===== src/rtl/uart_cmd_core.sv =====
// uart_cmd_core: pin-constrained UART tile with command-byte reset request.
// Receives 8N1 frames on io_in7[0] and can echo each good byte on io_out8[0].
// io_out8[7:1] shows either the received byte or the status flags.
// A received RESET_CMD byte pulses io_resetCommandStrobe for one cycle.
// Optional build macro: UART_PARITY_EN switches both directions to 8E1 framing
// and enables the sticky parity_err flag. Without it parity_err reads 0.
module uart_cmd_core #(
  parameter int         CLKS_PER_BIT = 8,
  parameter logic [7:0] RESET_CMD    = 8'h12
) (
  input  logic       clk,
  input  logic       reset,
  input  logic [6:0] io_in7,
  output logic [7:0] io_out8,
  output logic       io_resetCommandStrobe
);

  localparam int               CNT_W     = $clog2(CLKS_PER_BIT);
  localparam logic [CNT_W-1:0] BIT_LAST  = CNT_W'(CLKS_PER_BIT - 1);
  localparam logic [CNT_W-1:0] HALF_LAST = CNT_W'(CLKS_PER_BIT / 2 - 1);

  // Even parity bit: makes the total count of ones (data + parity) even.
  function automatic logic even_parity(input logic [7:0] data);
    even_parity = ^data;
  endfunction

  typedef enum logic [2:0] {
    RX_IDLE   = 3'd0,
    RX_START  = 3'd1,
    RX_DATA   = 3'd2,
    RX_PARITY = 3'd3,
    RX_STOP   = 3'd4
  } rx_state_t;

  typedef enum logic [2:0] {
    TX_IDLE   = 3'd0,
    TX_START  = 3'd1,
    TX_DATA   = 3'd2,
    TX_PARITY = 3'd3,
    TX_STOP   = 3'd4
  } tx_state_t;

  logic             echo_en_s;
  logic             out_sel_s;
  logic             unused_in_s;

  logic             rx_meta_r;
  logic             rx_sync_r;
  logic             rx_prev_r;

  rx_state_t        rx_state_r, rx_state_s;
  logic [CNT_W-1:0] rx_cnt_r, rx_cnt_s;
  logic [2:0]       rx_bit_r, rx_bit_s;
  logic [7:0]       rx_shift_r, rx_shift_s;
  logic             rx_done_s;
  logic             rx_par_ok_s;
  logic             rx_good_s;

  tx_state_t        tx_state_r, tx_state_s;
  logic [CNT_W-1:0] tx_cnt_r, tx_cnt_s;
  logic [2:0]       tx_bit_r, tx_bit_s;
  logic [7:0]       tx_shift_r, tx_shift_s;
  logic             tx_line_r, tx_line_s;
  logic             tx_idle_s;
  logic             tx_start_s;

  logic [7:0]       rx_data_r;
  logic             byte_toggle_r;
  logic             framing_err_r;
  logic             overrun_r;
  logic             strobe_r;
  logic             parity_err_s;
  logic             rx_busy_s;

`ifdef UART_PARITY_EN
  logic             rx_par_r, rx_par_s;
  logic             tx_par_r, tx_par_s;
  logic             parity_err_r;
`endif

  assign echo_en_s   = io_in7[1];
  assign out_sel_s   = io_in7[2];
  assign unused_in_s = &{1'b0, io_in7[6:3]};

  // Two-flop synchronizer on rx plus a delayed copy for falling-edge detection.
  always_ff @(posedge clk) begin
    if (reset) begin
      rx_meta_r <= 1'b1;
      rx_sync_r <= 1'b1;
      rx_prev_r <= 1'b1;
    end else begin
      rx_meta_r <= io_in7[0];
      rx_sync_r <= rx_meta_r;
      rx_prev_r <= rx_sync_r;
    end
  end

  // RX state register; a reset abandons any frame in flight.
  always_ff @(posedge clk) begin
    if (reset) begin
      rx_state_r <= RX_IDLE;
      rx_cnt_r   <= '0;
      rx_bit_r   <= 3'd0;
      rx_shift_r <= 8'h00;
`ifdef UART_PARITY_EN
      rx_par_r   <= 1'b0;
`endif
    end else begin
      rx_state_r <= rx_state_s;
      rx_cnt_r   <= rx_cnt_s;
      rx_bit_r   <= rx_bit_s;
      rx_shift_r <= rx_shift_s;
`ifdef UART_PARITY_EN
      rx_par_r   <= rx_par_s;
`endif
    end
  end

  // RX next state: mid-bit sampling, LSB-first shift, stop-bit sample pulse.
  always_comb begin
    rx_state_s = rx_state_r;
    rx_cnt_s   = rx_cnt_r;
    rx_bit_s   = rx_bit_r;
    rx_shift_s = rx_shift_r;
    rx_done_s  = 1'b0;
`ifdef UART_PARITY_EN
    rx_par_s   = rx_par_r;
`endif
    case (rx_state_r)
      RX_IDLE: begin
        rx_cnt_s = '0;
        if (rx_prev_r && !rx_sync_r) begin
          rx_state_s = RX_START;
        end else begin
          rx_state_s = RX_IDLE;
        end
      end
      RX_START: begin
        if (rx_cnt_r == HALF_LAST) begin
          rx_cnt_s = '0;
          rx_bit_s = 3'd0;
          if (rx_sync_r) begin
            rx_state_s = RX_IDLE;
          end else begin
            rx_state_s = RX_DATA;
          end
        end else begin
          rx_cnt_s = rx_cnt_r + 1'b1;
        end
      end
      RX_DATA: begin
        if (rx_cnt_r == BIT_LAST) begin
          rx_cnt_s   = '0;
          rx_shift_s = {rx_sync_r, rx_shift_r[7:1]};
          if (rx_bit_r == 3'd7) begin
`ifdef UART_PARITY_EN
            rx_state_s = RX_PARITY;
`else
            rx_state_s = RX_STOP;
`endif
          end else begin
            rx_bit_s = rx_bit_r + 3'd1;
          end
        end else begin
          rx_cnt_s = rx_cnt_r + 1'b1;
        end
      end
`ifdef UART_PARITY_EN
      RX_PARITY: begin
        if (rx_cnt_r == BIT_LAST) begin
          rx_cnt_s   = '0;
          rx_par_s   = rx_sync_r;
          rx_state_s = RX_STOP;
        end else begin
          rx_cnt_s = rx_cnt_r + 1'b1;
        end
      end
`endif
      RX_STOP: begin
        if (rx_cnt_r == BIT_LAST) begin
          rx_cnt_s   = '0;
          rx_done_s  = 1'b1;
          rx_state_s = RX_IDLE;
        end else begin
          rx_cnt_s = rx_cnt_r + 1'b1;
        end
      end
      default: begin
        rx_state_s = RX_IDLE;
        rx_cnt_s   = '0;
      end
    endcase
  end

`ifdef UART_PARITY_EN
  assign rx_par_ok_s  = (rx_par_r == even_parity(rx_shift_r));
  assign parity_err_s = parity_err_r;
`else
  assign rx_par_ok_s  = 1'b1;
  assign parity_err_s = 1'b0;
`endif

  // A byte is accepted only with a good stop bit (and good parity when enabled).
  assign rx_good_s  = rx_done_s & rx_sync_r & rx_par_ok_s;
  assign tx_idle_s  = (tx_state_r == TX_IDLE);
  assign tx_start_s = rx_good_s & echo_en_s & tx_idle_s;
  assign rx_busy_s  = (rx_state_r != RX_IDLE);

  // TX state register; the line idles high.
  always_ff @(posedge clk) begin
    if (reset) begin
      tx_state_r <= TX_IDLE;
      tx_cnt_r   <= '0;
      tx_bit_r   <= 3'd0;
      tx_shift_r <= 8'h00;
      tx_line_r  <= 1'b1;
`ifdef UART_PARITY_EN
      tx_par_r   <= 1'b0;
`endif
    end else begin
      tx_state_r <= tx_state_s;
      tx_cnt_r   <= tx_cnt_s;
      tx_bit_r   <= tx_bit_s;
      tx_shift_r <= tx_shift_s;
      tx_line_r  <= tx_line_s;
`ifdef UART_PARITY_EN
      tx_par_r   <= tx_par_s;
`endif
    end
  end

  // TX next state and next line level; the start bit leaves on the accept edge.
  always_comb begin
    tx_state_s = tx_state_r;
    tx_cnt_s   = tx_cnt_r;
    tx_bit_s   = tx_bit_r;
    tx_shift_s = tx_shift_r;
`ifdef UART_PARITY_EN
    tx_par_s   = tx_par_r;
`endif
    case (tx_state_r)
      TX_IDLE: begin
        tx_cnt_s = '0;
        if (tx_start_s) begin
          tx_state_s = TX_START;
          tx_shift_s = rx_shift_r;
`ifdef UART_PARITY_EN
          tx_par_s   = even_parity(rx_shift_r);
`endif
        end else begin
          tx_state_s = TX_IDLE;
        end
      end
      TX_START: begin
        if (tx_cnt_r == BIT_LAST) begin
          tx_cnt_s   = '0;
          tx_bit_s   = 3'd0;
          tx_state_s = TX_DATA;
        end else begin
          tx_cnt_s = tx_cnt_r + 1'b1;
        end
      end
      TX_DATA: begin
        if (tx_cnt_r == BIT_LAST) begin
          tx_cnt_s = '0;
          if (tx_bit_r == 3'd7) begin
`ifdef UART_PARITY_EN
            tx_state_s = TX_PARITY;
`else
            tx_state_s = TX_STOP;
`endif
          end else begin
            tx_bit_s   = tx_bit_r + 3'd1;
            tx_shift_s = {1'b0, tx_shift_r[7:1]};
          end
        end else begin
          tx_cnt_s = tx_cnt_r + 1'b1;
        end
      end
`ifdef UART_PARITY_EN
      TX_PARITY: begin
        if (tx_cnt_r == BIT_LAST) begin
          tx_cnt_s   = '0;
          tx_state_s = TX_STOP;
        end else begin
          tx_cnt_s = tx_cnt_r + 1'b1;
        end
      end
`endif
      TX_STOP: begin
        if (tx_cnt_r == BIT_LAST) begin
          tx_cnt_s   = '0;
          tx_state_s = TX_IDLE;
        end else begin
          tx_cnt_s = tx_cnt_r + 1'b1;
        end
      end
      default: begin
        tx_state_s = TX_IDLE;
        tx_cnt_s   = '0;
      end
    endcase

    case (tx_state_s)
      TX_START:  tx_line_s = 1'b0;
      TX_DATA:   tx_line_s = tx_shift_s[0];
`ifdef UART_PARITY_EN
      TX_PARITY: tx_line_s = tx_par_s;
`endif
      default:   tx_line_s = 1'b1;
    endcase
  end

  // Received byte, toggle, command strobe and sticky error flags.
  always_ff @(posedge clk) begin
    if (reset) begin
      rx_data_r     <= 8'h00;
      byte_toggle_r <= 1'b0;
      framing_err_r <= 1'b0;
      overrun_r     <= 1'b0;
      strobe_r      <= 1'b0;
`ifdef UART_PARITY_EN
      parity_err_r  <= 1'b0;
`endif
    end else begin
      strobe_r <= rx_good_s && (rx_shift_r == RESET_CMD);
      if (rx_good_s) begin
        rx_data_r     <= rx_shift_r;
        byte_toggle_r <= ~byte_toggle_r;
      end
      if (rx_done_s && !rx_sync_r) begin
        framing_err_r <= 1'b1;
      end
      if (rx_good_s && echo_en_s && !tx_idle_s) begin
        overrun_r <= 1'b1;
      end
`ifdef UART_PARITY_EN
      if (rx_done_s && rx_sync_r && !rx_par_ok_s) begin
        parity_err_r <= 1'b1;
      end
`endif
    end
  end

  // Output mux straight from registers; bit 0 is always the tx line.
  always_comb begin
    io_out8 = {7'b0000000, tx_line_r};
    case (out_sel_s)
      1'b0:    io_out8[7:1] = rx_data_r[6:0];
      1'b1:    io_out8[7:1] = {overrun_r, byte_toggle_r, ~tx_idle_s, rx_busy_s,
                               parity_err_s, framing_err_r, rx_data_r[7]};
      default: io_out8[7:1] = 7'b0000000;
    endcase
  end

  assign io_resetCommandStrobe = strobe_r;

endmodule


===== config.mk =====
export PLATFORM = sky130hd
export DESIGN_NAME = uart_cmd_core
export DESIGN_NICKNAME = d
export VERILOG_FILES = /design/src/rtl/uart_cmd_core.sv
export SDC_FILE = /design/constraint.sdc
export NUM_CORES = 1
export LEC_CHECK = 0
export CAP_MARGIN = 20
export CORE_ASPECT_RATIO = 0.75
export CORE_MARGIN = 1.5
export CORE_UTILIZATION = 30
export DETAILED_ROUTE_END_ITERATION = 7
export GPL_ROUTABILITY_DRIVEN = 0
export PLACE_DENSITY = 0.52
export SKIP_LAST_GASP = 1
export SYNTH_ARGS = -nofsm -noshare
export SYNTH_HDL_FRONTEND = slang
export SYNTH_SLANG_ARGS = --single-unit

===== constraint.sdc =====
create_clock -name clk -period 1.8 [get_ports clk]
set_input_delay 0.18 -clock clk [delete_from_list [all_inputs] [get_ports clk]]
set_output_delay 0.18 -clock clk [all_outputs]
set_load 0.005 [all_outputs]

==> flow_results.org, run 1 <==
** Logic synthesis
- Synth top area cells :: sky130_fd_sc_hd__dfxtp_1 46%, sky130_fd_sc_hd__a21oi_1 7.3%, sky130_fd_sc_hd__ha_1 5.7%
- After synthesis the cells add up to 0.00219 mm2.
- The commonest cells after synthesis are 50 x sky130_fd_sc_hd__dfxtp_1, 32 x sky130_fd_sc_hd__a21oi_1, 30 x sky130_fd_sc_hd__nand2_1.
- Share of synthesized flip-flops with an asynchronous set or reset :: 0
- Main combinational cell family by area after synthesis :: simple AND/OR/NAND/NOR gates
- Sequential-to-total area share from yosys stat :: 0.457
- After synthesis, the mean cell area works out to 8.95 um2.
- The synthesized design spends more area on one cell type than any other, namely sky130_fd_sc_hd__dfxtp_1.
- Yosys mapped the design onto 45 distinct sky130hd cell types.
- Mux share of post-synthesis cell area :: 0.0297
- Warnings, synthesis :: 0
- Synthesis produced a netlist with a net count of 264.
- Synth Register Bits :: 50
- Cell with the most instances after synthesis :: sky130_fd_sc_hd__dfxtp_1
- Share of the synthesized area in the top cell type :: 0.457
- Synthesized instance count :: 245
- Counting flops with a built-in enable in the synthesized netlist gives 0.
- The post-synthesis compound-gate area fraction is 0.168.
- Synthesized-area fraction occupied by adder cells :: 0.0571
- For this run, the leading register cell type out of synthesis is sky130_fd_sc_hd__dfxtp_1.
- Of the total synthesized cell area, the portion taken by XOR and XNOR cells is 0.00799.
- Simple-gate share of the synthesized area :: 0.229

** Clocking
- Hold Buf Count CTS :: 0
- Clock-pin slew was measured on the worst setup and hold paths at 0.09 ns.
- Clock root buffer :: sky130_fd_sc_hd__clkbuf_8
- Number of buffers inserted during clock tree synthesis :: 5
- The clock reaches the later pin of the worst-skew pair after 0.30 ns.
- Longest Clk Path Bufs :: 2
- The H-tree generated during clock tree synthesis spans 2 levels.
- TritonCTS built the clock tree.
- The tree built by TritonCTS fans out to 50 sinks.

** Run
- Max-cap violations in this run came to 0.

** Placed design
- Placed wire-length estimate :: 3460 um
- At the placement stage, the worst setup path has a slack of -0.0608 ns.
- Port Buffer Count :: 13

** STA
- Maximum achievable frequency :: 559 MHz
- On the final layout, the worst clock skew is 0.00599 ns.
- For the pin with the worst max-slew slack, the measured transition is 0.605 ns.
- Final hold vios :: 0
- Setup repair after global routing could not meet its margin everywhere.
- Final Slew Violations :: 0
- Setup TNS after final layout :: 0 ns
- Clock period minus worst slack :: 1.79 ns
- In the finished design, the share of the clock period the worst path needs comes to 0.994.
- Setup slack on the critical path of the routed design comes to 0.0105 ns.
- Setup violations remaining at the end of the flow were counted as 0.
- Measured against its own limit, the worst slew margin works out to 0.592.

** Critical path
- The startpoint identified for the worst register-to-register timing path is rx_cnt_r[0].
- Of all nets on the critical path, the largest fanout is 8.
- Data on the critical path is required at its endpoint by 1.62 ns.
- STA classifies the critical path startpoint as a register.
- Tracing the worst setup path back leads to its startpoint at tx_state_r[1].
- Reg2reg end :: tx_line_r
- Destination of the critical timing path :: io_out8[5]
- For the worst flop-to-flop path, the logic depth is 7.
- Arrival time of the worst setup path :: 1.61 ns
- The critical path is of the register to output port type.
- R2r setup slk :: 0.02 ns
- The worst setup path is captured at an output port.

** Route
- In the routed design, unresolved DRC markers number 0.
- After detailed routing, the average wire length per cell comes to 13.2 um.
- DR vias :: 1799
- Routed wire length on met3 :: 142 um
- Detailed-route vias per instance :: 4.86
- For this block, the initial DRC count from the detailed router was 84.
- Top Layer Used :: met4
- Before antenna repair, the detailed router went through 4 iterations.
- Remaining antenna violation count :: 0
- In the final routing, the length of wire on met1 measures 2670 um.
- Total met2 wirelength after detailed routing :: 2010 um
- For this block, the routed nets add up to 4890 um of wire.

** Finish
- Number of nets in the layout :: 291
- Layout overhead on the synthesized area :: 24.1%
- Antenna diode count :: 0
- Of the cells placed in the final design, the portion with a size suffix greater than 1 is 0.224.
- The layout has 736 filler cells.
- At the end of the flow the core is filled with cells to 0.393.

** Floorplanning
- Vertical die dimension :: 77.0 um
- Count of pins on the block boundary :: 18
- FP Rows :: 26
- DIE AREA :: 0.00783 mm2
- In this run the horizontal extent of the chip is 102 um.
- Area of the core :: 0.00693 mm2
- Initial standard-cell utilization of the core :: 0.316

** Power and ir drop
- P_leak :: 0.944 nW
- IR analysis of the VDD net gives a maximum drop of 0.000296 V.
- In this run the power density over the cells is 672 mW/mm2.

** Global route
- Maximum number of pins on one net before global-route repair :: 45
- Leftover overflow at the end of global routing :: 0
- The first global-routing pass estimated 8350 um of wire.
- Via count of the first global-routing pass :: 1703
- Global-route usage over all layers :: 0.134
- Number of antenna violations at the first check in global routing :: 0

** Worst hold path
- The min-delay analysis places its worst path in the category register to register.
- In this run the most critical hold path is launched from rx_meta_r.

** Status
- Outcome :: completed
==> logic make-up (layout without fill, tap and decap cells) <==
logic type,after synthesis,after routing
adder cells (fa/ha/maj),10,10
flip-flops,50,50
buffers and inverters,24,51
AND/OR/NAND/NOR,97,97
AO/OA/AOI/OAI,56,56
XOR/XNOR,2,2
multiplexers,6,6
==> power breakdown <==
group / internal [mW] / switching [mW]
Clock: 0.262 / 0.379
Sequential: 1.11 / 0.00382
Combinational: 0.0338 / 0.0421
Total: 1.40 / 0.425
==> cell usage in the layout, fill, tap and decap left out, types with 4 or more instances in the layout <==
cell / count
sky130_fd_sc_hd__nand2_1: 30
sky130_fd_sc_hd__dfxtp_1: 45
sky130_fd_sc_hd__ha_1: 7
sky130_fd_sc_hd__a21oi_1: 31
sky130_fd_sc_hd__a22oi_1: 9
sky130_fd_sc_hd__nand3_1: 18
sky130_fd_sc_hd__buf_4: 20
sky130_fd_sc_hd__mux2_2: 4
sky130_fd_sc_hd__nor2b_1: 4
sky130_fd_sc_hd__inv_1: 8
sky130_fd_sc_hd__clkbuf_8: 5
sky130_fd_sc_hd__nor2_1: 17
sky130_fd_sc_hd__clkdlybuf4s50_1: 12
==> flip-flops by register name, indices dropped and copies added, names as in the netlist, 3 cells and up <==
name / cells
rx_bit_r: 3
tx_state_r: 3
rx_data_r: 8
rx_shift_r: 8
tx_cnt_r: 3
rx_state_r: 3
tx_bit_r: 3
rx_cnt_r: 3
tx_shift_r: 8
==> worst min-delay path by stage <==
stage / endpoint / slack, ns / cells past startpoint
after floorplan: rx_meta_r / 0.28 / 1
after CTS: rx_sync_r / 0.42 / 1
after global placement: rx_sync_r / 0.39 / 1
final: rx_sync_r / 0.42 / 1
after detailed placement: rx_sync_r / 0.40 / 1
after global routing: rx_meta_r / 0.45 / 2
==> through the flow <==
stage	std cells	power, mW	instance area (um2)	hold WS [ns]
after detailed placement	361	1.22	2530	0.399
final	370	1.83	2720	0.419
after global placement	361	1.21	2530	0.393
after global routing	370	1.91	2720	0.450
after floorplan	245	1.18	2190	0.284
after CTS	368	1.86	2630	0.422
==> per-layer routing <==
metal / vias to the layer above / GRT usage
li1: 917 / -
met3: 7 / 0.0310
met5: - / 0
met4: 0 / 0.0375
met2: 21 / 0.187
met1: 854 / 0.201
==> timing repair <==
| item | CTS | global route |
|---|---|---|
| buffers inserted | 0 | 2 |
| endpoints found under the setup margin | 14 | 15 |
| cloned | 0 | 0 |
| resized for setup | 10 | 14 |
| pin swaps | 1 | 3 |
==> critical path, cell delays in order (launching register included) <==
cell	delay [ns]
sky130_fd_sc_hd__dfxtp_2	0.42
sky130_fd_sc_hd__nor3_1	0.08
sky130_fd_sc_hd__buf_4	0.15
sky130_fd_sc_hd__a21oi_1	0.14
sky130_fd_sc_hd__clkdlybuf4s50_1	0.51
==> area by class of cell <==
class | count | area, um2 | area share
multi-input cells | 171 | 1150 | 0.425
inverters | 8 | 30.0 | 0.0110
clock inverters | 2 | 10.0 | 0.00368
flip-flops and latches | 50 | 1010 | 0.372
clock buffers | 5 | 68.8 | 0.0253
well taps | 98 | 123 | 0.0451
repair buffers | 36 | 322 | 0.118
No activity file was read; power rests on OpenSTA's default activity.
==> inputs of run 2 (changes only) <==
Settings changed: CTS_BUF_LIST from default to sky130_fd_sc_hd__clkbuf_4.
==> run 2 against run 1 <==
Compared with the run above: die area did not move; combinational power grew 0.7%; flip-flop and latch count did not move; total power shrank 7.7%; clock power is 22% lower; utilization grew 0.70 points; count of clock-buffer cells in the layout unchanged; fmax shrank 0.57%; largest cell class unchanged; worst setup slack got worse by 0.010 ns; clock skew increased by 0.0020 ns; highest routed layer unchanged; first-iteration DRC count down 31%; largest power group unchanged; register-to-register slack got worse by 0.02 ns.
==> flow_results.org, run 2 (synthesis results as in run 1) <==
** Finish
- Across the whole layout, storage elements account for 0.00102 mm2.
- Compared with the post-synthesis result, the final layout area differs by 26.3%.
- Largest registers ranked by flip-flop count :: rx_data_r x8, rx_shift_r x8, tx_shift_r x8
- For this run, the number of standard cells in the final layout without fillers is 375.
- For this run, the post-layout net count is 296.
- The layout has 738 filler cells.
- Once layout is done, the placed cells without fillers occupy 0.00277 mm2.
- Share of final-layout standard cells stronger than drive strength 1 :: 0.264
- Top library cells by usage in the layout, fill and taps aside :: 44 x sky130_fd_sc_hd__dfxtp_1, 31 x sky130_fd_sc_hd__a21oi_1, 29 x sky130_fd_sc_hd__nand2_1, 25 x sky130_fd_sc_hd__buf_4, 18 x sky130_fd_sc_hd__nand3_1
- Measured on the finished design, the core utilization comes to 0.400.
- The library cell used most frequently in the layout, excluding fill and tap cells, is sky130_fd_sc_hd__dfxtp_1.
- Total area of multi-input combinational cells :: 0.00119 mm2
- Antenna diode count :: 0

** Clocking
- Htree depth :: 2
- Clock latency on the worst-skew pair, taken at its later pin, is 0.36 ns.
- The root buffer cell chosen for the clock tree is sky130_fd_sc_hd__clkbuf_4.
- CTS saw 50 sinks.
- After clock tree synthesis, the clock-pin slew on the worst setup and hold paths is 0.15 ns.
- Longest Clk Path Bufs :: 2
- TritonCTS clock tree :: built
- Number of buffers inserted during clock tree synthesis :: 5

** Power and ir drop
- P_leak :: 0.992 nW
- Largest vdd supply drop :: 0.000259 V
- Power density over cell area :: 609 mW/mm2

** Placed design
- Placed wire-length estimate :: 3460 um
- The placed instances occupy a cell area of 0.00253 mm2.
- Input and output buffers added on the ports amount to 13.
- In this run, placement finished with an instance count of 361.

** Route
- After detailed routing, the average wire length per cell comes to 13.4 um.
- Remaining antenna violation count :: 0
- The final route contains 1804 vias.
- The first detailed-routing pass took 4 iterations.
- DRC violation count after routing :: 0
- Summed over all layers, the routed wires come to 5010 um.
- After the first detailed-routing iteration, the DRC count stood at 58.
- Using the TritonRoute via totals, the vias-per-cell ratio works out to 4.81.

** STA
- Final Slew Violations :: 0
- Final setup violation count :: 0
- Headroom to the max-slew limit came out at 0.600.
- Setup repair after global routing could not meet its margin everywhere.
- Summed over all failing endpoints, the final setup total negative slack is 0 ns.
- For this run, the top clock speed supported by timing is 556 MHz.
- The count of final hold-check violations came to 0.
- Worst clock skew :: 0.00800 ns
- Dividing the final minimum period by the clock period gives 1.00.
- Clock period minus worst slack :: 1.80 ns
- Slew of the pin with the lowest slew margin :: 0.593 ns

** Floorplanning
- Vertical die dimension :: 77.0 um
- Count of pins on the block boundary :: 18
- Chip Width :: 102 um
- Initial standard-cell utilization of the core :: 0.316
- Area of the core :: 0.00693 mm2
- FP Rows :: 26
- DIE AREA :: 0.00783 mm2

** Status
- Outcome :: completed

** Global route
- Leftover overflow at the end of global routing :: 0
- Via count of the first global-routing pass :: 1709
- Maximum number of pins on one net before global-route repair :: 45
- Number of antenna violations at the first check in global routing :: 0
- Global-route wire length before repair :: 8360 um
- Global-route usage over all layers :: 0.133

** Worst hold path
- Critical hold path startpoint :: io_in7[0]
- Path category of the worst min-delay check :: input port to register

** Critical path
- Critical Path Most Common Cell :: sky130_fd_sc_hd__ha_4
- The slowest stage of the critical path is the sky130_fd_sc_hd__or4_4 cell.
- The signal on the critical path passes through ha_4, ha_4, and4bb_2, buf_4, nand2_2, or4_4, nor4_4.
- STA puts the critical path data arrival time at 2.09 ns.
- For the worst setup path, the data required time is 2.09 ns.
- Longest individual stage delay on the worst path :: 0.50 ns
- Along the worst path, the maximum fanout reaches 2.
- Worst Setup Start Kind :: register
- By startpoint and endpoint, the worst setup path is classified as register to register.
- STA classifies the critical path endpoint as a register.
- FF-to-FF Start :: rx_cnt_r[0]
- The critical path starts at rx_cnt_r[0].

** Run
- Max Cap Viol :: 0
run 2: final timing paths:
path | endpoint | slack, ns | depth (start not counted)
worst max-delay path | io_resetCommandStrobe | 0.0002 | 7
worst min-delay path | rx_meta_r | 0.36 | 2
worst max register to register | io_resetCommandStrobe | 0.0002 | 7
worst min register to register | tx_cnt_r[0] | 0.43 | 1
run 2: area by class of cell:
type | count | area share
timing repair buffer | 41 | 0.131
clock buffer | 5 | 0.0136
tap | 98 | 0.0443
multi-input combinational | 171 | 0.429
inverter | 8 | 0.0108
sequential | 50 | 0.367
clock inverter | 2 | 0.00361
run 2: per-stage QoR:
| step | hold WS, ns | setup WS (ns) | total power [mW] |
|---|---|---|---|
| 6_report | 0.364 | 0.000157 | 1.69 |
| 4_1_cts | 0.354 | -0.0625 | 1.71 |
| 2_1_floorplan | 0.284 | 0.0620 | 1.18 |
| 3_5_place_dp | 0.399 | -0.0608 | 1.22 |
| 5_1_grt | 0.363 | -0.103 | 1.77 |
| 3_3_place_gp | 0.393 | -0.0593 | 1.21 |
run 2: routing by layer:
| metal | part of all wire | global-route usage | wire length [um] | vias to the layer above |
|---|---|---|---|---|
| met2 | 0.42 | 0.188 | 2120 | 18 |
| met1 | 0.54 | 0.201 | 2720 | 854 |
| met5 | 0 | 0 | 0 | - |
| met4 | 0.0068 | 0.0292 | 34 | 0 |
| met3 | 0.028 | 0.0337 | 138 | 4 |
| li1 | - | - | - | 928 |
run 2: where the power goes:
group,switching [mW],leakage [nW],internal [mW]
registers,0.00419,0.407,1.11
logic,0.0423,0.554,0.0342
clock network,0.358,0.0308,0.142
total,0.404,0.992,1.28
run 2: worst max-delay path, delay by kind of cell (launching register included):
family / cells / cell delay [ns]
and+or+nand+nor: 4 / 0.95
DFF: 1 / 0.38
buffers and inverters: 1 / 0.12
adders and majority gates: 2 / 0.26
run 2: repair_timing:
action,in CTS,in global routing
resized for setup,17,18
setup buffers,1,6
endpoints found under the setup margin,15,17
pin swaps,3,4
hold buffers,0,0
